## src/rtl/hd_program_loader_if.sv

```systemverilog
// Control, hard-disk read and instruction-memory write signals of the program loader.
// The loader takes the slave modport; whoever drives the load takes the master modport.
interface hd_program_loader_if;
    logic        start;
    logic        abort;
    logic [9:0]  src_track;
    logic [3:0]  src_sector;
    logic [11:0] word_count;
    logic [11:0] dst_base;
    logic [31:0] hd_data;
    logic [9:0]  hd_track;
    logic [3:0]  hd_sector;
    logic        hd_read_en;
    logic        mi_we;
    logic [11:0] mi_addr;
    logic [31:0] mi_data;
    logic        busy;
    logic        done;
    logic [11:0] words_loaded;

    modport master (
        output start, abort, src_track, src_sector, word_count, dst_base, hd_data,
        input  hd_track, hd_sector, hd_read_en, mi_we, mi_addr, mi_data, busy, done,
               words_loaded
    );

    modport slave (
        input  start, abort, src_track, src_sector, word_count, dst_base, hd_data,
        output hd_track, hd_sector, hd_read_en, mi_we, mi_addr, mi_data, busy, done,
               words_loaded
    );
endinterface

```

## src/rtl/hd_program_loader.sv

```systemverilog
// Copies word_count words from the hard disk into instruction memory, one word per
// READ/WRITE pair. Outputs are decoded from the registered state only, except that abort
// masks the write strobe in the same cycle and mi_data passes the disk word straight through.
module hd_program_loader (
    input  logic                  clock,
    input  logic                  reset,
    hd_program_loader_if.slave    bus
);
    typedef enum logic [1:0] {StIdle, StRead, StWrite, StDone} state_e;

    state_e      state_q;
    logic [9:0]  track_q;
    logic [3:0]  sector_q;
    logic [11:0] count_q;
    logic [11:0] base_q;
    // Completed-word count; it is also the index of the word currently in flight.
    logic [11:0] loaded_q;

    // Sequencer: latch the request, step through the words, return to idle.
    always_ff @(posedge clock) begin
        if (reset) begin
            state_q  <= StIdle;
            track_q  <= '0;
            sector_q <= '0;
            count_q  <= '0;
            base_q   <= '0;
            loaded_q <= '0;
        end else begin
            case (state_q)
                StIdle: begin
                    if (bus.start) begin
                        track_q  <= bus.src_track;
                        sector_q <= bus.src_sector;
                        count_q  <= bus.word_count;
                        base_q   <= bus.dst_base;
                        loaded_q <= '0;
                        state_q  <= (bus.word_count == 12'd0) ? StDone : StRead;
                    end
                end
                StRead: begin
                    state_q <= bus.abort ? StIdle : StWrite;
                end
                StWrite: begin
                    if (bus.abort) begin
                        state_q <= StIdle;
                    end else begin
                        loaded_q <= loaded_q + 12'd1;
                        // Track and sector form one linear disk address, so a plain
                        // increment gives both the sector wrap and the track wrap.
                        {track_q, sector_q} <= {track_q, sector_q} + 14'd1;
                        state_q <= (loaded_q + 12'd1 == count_q) ? StDone : StRead;
                    end
                end
                StDone: begin
                    state_q <= StIdle;
                end
                default: begin
                    state_q <= StIdle;
                end
            endcase
        end
    end

    // Port decode from the registered state; idle ports are held at zero.
    always_comb begin
        bus.hd_read_en   = 1'b0;
        bus.hd_track     = '0;
        bus.hd_sector    = '0;
        bus.mi_we        = 1'b0;
        bus.mi_addr      = '0;
        bus.mi_data      = '0;
        bus.busy         = 1'b0;
        bus.done         = 1'b0;
        bus.words_loaded = loaded_q;
        case (state_q)
            StRead: begin
                bus.busy       = 1'b1;
                bus.hd_read_en = 1'b1;
                bus.hd_track   = track_q;
                bus.hd_sector  = sector_q;
            end
            StWrite: begin
                bus.busy    = 1'b1;
                bus.mi_we   = ~bus.abort;
                bus.mi_addr = base_q + loaded_q;
                bus.mi_data = bus.hd_data;
            end
            StDone: begin
                bus.done = 1'b1;
            end
            default: begin
            end
        endcase
    end
endmodule
```

## src/flat_wrapper.sv

```systemverilog
// flat-port wrapper written by rule: the top's interface ports become plain ports
module hd_program_loader_flat 
  (clock, reset, bus_start, bus_abort, bus_src_track, bus_src_sector, bus_word_count, bus_dst_base, bus_hd_data, bus_hd_track, bus_hd_sector, bus_hd_read_en, bus_mi_we, bus_mi_addr, bus_mi_data, bus_busy, bus_done, bus_words_loaded);
  hd_program_loader_if bus_i ();
  input  logic clock;
  input  logic reset;
  input wire logic [$bits(bus_i.start)-1:0] bus_start;
  input wire logic [$bits(bus_i.abort)-1:0] bus_abort;
  input wire logic [$bits(bus_i.src_track)-1:0] bus_src_track;
  input wire logic [$bits(bus_i.src_sector)-1:0] bus_src_sector;
  input wire logic [$bits(bus_i.word_count)-1:0] bus_word_count;
  input wire logic [$bits(bus_i.dst_base)-1:0] bus_dst_base;
  input wire logic [$bits(bus_i.hd_data)-1:0] bus_hd_data;
  output wire logic [$bits(bus_i.hd_track)-1:0] bus_hd_track;
  output wire logic [$bits(bus_i.hd_sector)-1:0] bus_hd_sector;
  output wire logic [$bits(bus_i.hd_read_en)-1:0] bus_hd_read_en;
  output wire logic [$bits(bus_i.mi_we)-1:0] bus_mi_we;
  output wire logic [$bits(bus_i.mi_addr)-1:0] bus_mi_addr;
  output wire logic [$bits(bus_i.mi_data)-1:0] bus_mi_data;
  output wire logic [$bits(bus_i.busy)-1:0] bus_busy;
  output wire logic [$bits(bus_i.done)-1:0] bus_done;
  output wire logic [$bits(bus_i.words_loaded)-1:0] bus_words_loaded;
  assign bus_i.start = bus_start;
  assign bus_i.abort = bus_abort;
  assign bus_i.src_track = bus_src_track;
  assign bus_i.src_sector = bus_src_sector;
  assign bus_i.word_count = bus_word_count;
  assign bus_i.dst_base = bus_dst_base;
  assign bus_i.hd_data = bus_hd_data;
  assign bus_hd_track = bus_i.hd_track;
  assign bus_hd_sector = bus_i.hd_sector;
  assign bus_hd_read_en = bus_i.hd_read_en;
  assign bus_mi_we = bus_i.mi_we;
  assign bus_mi_addr = bus_i.mi_addr;
  assign bus_mi_data = bus_i.mi_data;
  assign bus_busy = bus_i.busy;
  assign bus_done = bus_i.done;
  assign bus_words_loaded = bus_i.words_loaded;
  hd_program_loader u_core (.clock(clock), .reset(reset), .bus(bus_i));
endmodule
```

## config.mk

```make
export PLATFORM = sky130hd
export DESIGN_NAME = hd_program_loader_flat
export DESIGN_NICKNAME = d
export VERILOG_FILES = /design/src/rtl/hd_program_loader_if.sv /design/src/rtl/hd_program_loader.sv /design/src/flat_wrapper.sv
export SDC_FILE = /design/constraint.sdc
export NUM_CORES = 1
export LEC_CHECK = 0
export CORE_MARGIN = 4
export CORE_UTILIZATION = 48
export DETAILED_ROUTE_END_ITERATION = 8
export PLACE_DENSITY = 0.94
export SYNTH_ARGS = -nofsm -noshare
export SYNTH_HDL_FRONTEND = slang
export SYNTH_SLANG_ARGS = --single-unit
```

## constraint.sdc

```tcl
create_clock -name clock -period 3.4 [get_ports clock]
set_input_delay 0.34 -clock clock [delete_from_list [all_inputs] [get_ports clock]]
set_output_delay 0.34 -clock clock [all_outputs]
set_load 0.02 [all_outputs]
```

* After elaboration in Yosys (flattened, before gate mapping) *
Cells that the tools add are included.

storage, ports and cells
  logic and storage cells = 45
  register bits = 52
  input port bits = 74
  output and inout bits = 74

cells by class
  bitwise gates (word level) = 1
  eq/ne operators = 6
  add/sub/neg operators = 3
  reduce and logical (&&, ||, !) cells = 6
  muxes and demuxes = 23

operators by type and width
  kind                                            count
  two-way mux 12 bit                              3
  two-way mux 32 bit                              1
  two-way mux 10 bit                              3
  case mux 12 bit (2 select lines)                1
  case mux 10 bit (2 select lines)                1
  adder 14 x 1 -> 14 bit (second input constant)  1
  adder 12 x 1 -> 12 bit (second input constant)  1
  adder 12 bit                                    1
  == test 12 bit                                  1
  zero test 12 bit                                1
  two-way mux 4 bit                               3
  two-way mux 2 bit                               5
  case mux 2 bit (4 select lines)                 1
  case mux 4 bit (2 select lines)                 1
  == test 2 bit (second input constant)           2
  two-way mux 1 bit                               4
  != test 2 bit (second input constant)           2
  AND reduction 3 bit                             1
  == test 2 x 1 -> 1 bit (second input constant)  1
  zero test 2 bit                                 1
  AND reduction 2 bit                             1
  nonzero test 2 bit                              1
  OR reduction 2 bit                              1
  NOT 1 bit                                       1

* Longest topological paths before layout *
  depth in word-level cells = 5
  depth in mapped cells = 11
  depth with buffers taken out = 9

* Worst setup path after synthesis *
No wires, ideal clock.

  kind = reg2out
  from = register u_core.loaded_q[0], in the netlist u_core.bus.words_loaded[0]
  to = output bus_mi_addr[10]
  setup slack = 0.550 ns
  data required time = 3.060 ns
  arrival time = 2.510 ns
  path buffers = 0
  stages on the path, launching flop included = 10
  cells stage by stage = dfxtp_1 ha_1 inv_1 fa_1 nor2b_1 o21ai_0 a21boi_0 o21ai_0 a21oi_1 mux2i_1

on the way
  cells in the longest elaborated chain, start to end = 2

RTL lines
  element                 line                     RTL
  from (decl)             hd_program_loader.sv:17  logic [11:0] loaded_q;
  from (signal assigned)  hd_program_loader.sv:47  loaded_q <= loaded_q + 12'd1;
  adder 12 bit            hd_program_loader.sv:85  bus.mi_addr = base_q + loaded_q;
  two-way mux 12 bit      hd_program_loader.sv:75  case (state_q)
  to (decl)               flat_wrapper.sv:18       output wire logic [$bits(bus_i.mi_addr)-1:0] bus_mi_addr;

No other way between the ends.

* Final worst setup path *
  from = register u_core.base_q[0]
  to = output bus_mi_addr[8]

on the way
  cells in the longest elaborated chain, start to end = 2

RTL lines
  element                 line                     RTL
  from (decl)             hd_program_loader.sv:15  logic [11:0] base_q;
  from (signal assigned)  hd_program_loader.sv:35  base_q <= bus.dst_base;
  adder 12 bit            hd_program_loader.sv:85
  two-way mux 12 bit      hd_program_loader.sv:75

No other way between the ends.

==> summary.txt <==
Global route
  • Largest net degree at the start of global routing: 66
  • Vias in the first global route: 4000
  • GR Util All Layers: about 25%
  • First-pass GRT wire length: 18600 um
  • Congestion Overflow GR: 0
  • Initial antenna violation count: 0

STA
  • Final Critical Period: 3190 ps
  • Final Hold Slack: 470 ps
  • Setup Skew: 8.26 ps
  • Worst slew pin tran: 951 ps
  • Final setup TNS: 0 ps
  • RSZ-0062 raised after global routing: no
  • Fmax: ~310 MHz
  • Final setup vio count: 0
  • Max-slew violation count: 0
  • Tcrit/Tclk final: 93.8%
  • Hold Fails Final Rpt: 0
  • Slew margin rel.: 36.6%

Power and ir drop
  • Leakage power: 0.00200 uW
  • VDD IR max: 0.681 mV
  • Cell area power density: 532 nW/um^2

Finish
  • Share of layout cells above drive strength 1: 5.30%
  • Post-Layout Inst Area: 5310 um^2
  • Area grow syn2layout: 43.4%
  • Finished Layout Cells: 740
  • Fillers: 593
  • Final #Nets: around 730
  • Final core occ: between 70% and 80%
  • Number of inserted diodes: 0

Worst setup path
  • Critical Path Fanout Max: 4
  • Critical path class: reg2out
  • Setup crit start kind: flip-flop
  • Worst Path Arrival: roughly 2900 ps
  • Reg-to-reg setup timing slack: 880 ps
  • Endpoint class of the critical path: primary output
  • CP required: 3060 ps

Synthesis
  • Fraction of registers with async set/reset: 0%
  • Post-Syn Area per Cell: 7.25 um^2
  • Post-synth EDFFs: 0
  • Register area share after synthesis: 28.1%
  • Mapped Cells: between 500 and 600
  • Count of different cell masters after synthesis: 55
  • Cell taking the most area after synthesis: dfxtp_1
  • Syn nets: between 600 and 700
  • Cell area after synthesis: 3700 um^2
  • Flops & latches, synth: 52
  • Yosys warns: 0
  • Ys flop type: dfxtp_1
  • Top cells by area, synth: dfxtp_1 (28%), nand2_1 (8.5%), and2_1 (8.3%), a21oi_1 (7.3%), ha_1 (5.7%)
  • Most frequent cell after synthesis: nand2_1
  • Post-synth top area share: ~28%
  • List of most frequent post-synthesis cells: nand2_1 (84), a21oi_1 (54), dfxtp_1 (52)

Floorplanning
  • I/O pin count: ~150
  • Die H: approximately 96 um
  • Initial core utilization: 50.3%
  • Rows: 31
  • Die area: 9190 um^2
  • Die Wd: 95.9 um
  • Core area: 7370 um^2

Placement
  • Placer Congestion: about 0.91
  • Dpl cell area: about 5200 um^2
  • HPWL reported at the end of detailed placement: 9030 um
  • I/O Buffers: 147
  • # placed instances: 732

Routing
  • WL final: ~11000 um
  • DR pass1 iterations: 6
  • Drt first-iter violations: 283
  • Vias per inst: between 5 and 6
  • DR vias: between 4000 and 5000
  • DRC viols: 0
  • Wire length per cell: 15.5 um
  • Detail Route Antenna Nets: 0

Job
  • Number of max-cap violations: 0

Clocking
  • Clk pin slew, worst setup/hold paths: 90 ps
  • Clock root buffer: clkbuf_8
  • Clock Tree Buf Depth: 2
  • Clock Latency Late Sink: around 310 ps
  • Setup bufs post-CTS: 0
  • CTS Sinks: 52
  • Hold buffer count at cts: 0
  • CTS tree: done
  • Inserted Clock Buffers: 5
  • H-tree lvl count: 2

Worst hold path
  • HP Class: reg2reg

Status
  • Status: complete, no violations
[flip-flops by register name, summed over array words and instances (netlist names)]
register / cells
u_core.base_q: 12
u_core.bus.words_loaded: 12
u_core.count_q: 12
u_core.sector_q: 4
u_core.state_q: 2
u_core.track_q: 10
[layout make-up]
type                    instances  area (um^2)  share of cell area, %
clock inverters                 2         35.0                  0.659
multi-input cells             410         2440                   45.9
well taps                      99          124                   2.33
repair buffers                158         1550                   29.2
inverters                      13         48.8                  0.918
clock buffers                   6         72.6                   1.37
flip-flops and latches         52         1040                   19.6
[cells by family after synthesis]
group           share of synthesized area [%]
xor+xnor                                 4.26
fa+ha+maj                                6.28
buf+inv                                  6.38
simple gates                             33.2
compound gates                           20.7
flops                                    28.1
mux                                      1.08
[through the flow]
stage	power (uW)	worst slack [ps]
after floorplan	1830	550
after global placement	2340	285
after detailed placement	2410	192
after CTS	2830	43.6
after global routing	3040	24.2
final	2820	211
[where the power goes]
| group | internal, uW | leakage (uW) | switching (uW) |
|---|---|---|---|
| logic | 656 | 0.00152 | 871 |
| clock network | 219 | 0.0000552 | 205 |
| registers | 738 | 0.000426 | 135 |
| total | 1610 | 0.00200 | 1210 |
[final timing paths]
path              cells after the start                 to              start
hold / removal                        2   u_core.base_q[8]   u_core.base_q[8]
setup reg to reg                      8  u_core.track_q[0]  u_core.state_q[0]
setup / recovery                     10     bus_mi_addr[8]   u_core.base_q[0]
hold reg to reg                       2   u_core.base_q[8]   u_core.base_q[8]
[cells in the final DEF (no fill, tap or decap), types with 4 or more instances in the layout]
cell	count
o21ai_0	30
a21oi_1	53
a21o_1	5
buf_4	11
o21a_1	4
nor2b_1	10
and2_1	49
nand2_1	84
ha_1	16
xnor2_1	9
clkdlybuf4s50_1	144
clkbuf_8	5
mux2i_1	4
nand4_1	10
nor4_1	4
nor3_1	19
inv_1	13
a211oi_1	9
dfxtp_1	51
nor2_1	35
nand2b_1	4
a22oi_1	4
xor2_1	9
nand3_1	10
[per-layer routing]
layer | track usage [%] | share of wire (%) | wire length [um]
met2 | 45.5 | 50 | 5770
met3 | 3.91 | 6.8 | 782
met1 | 30.6 | 41 | 4660
met5 | 0 | 0 | 0
met4 | 9.00 | 2.3 | 267
[timing repair]
action	in CTS	in global routing
setup endpoints to repair	2	4
pin swaps	1	0
gates resized for setup	2	4
[worst max-delay path: stages, from the launching register on]
cell	delay, ps
dfxtp_1	360
ha_1	190
inv_1	60
fa_1	380
nor2b_1	150
o21ai_0	150
a21boi_2	230
o221ai_1	170
xor2_1	160
nor2_1	90
clkdlybuf4s50_1	610
Note: power is estimated with default switching activity, not from simulation.
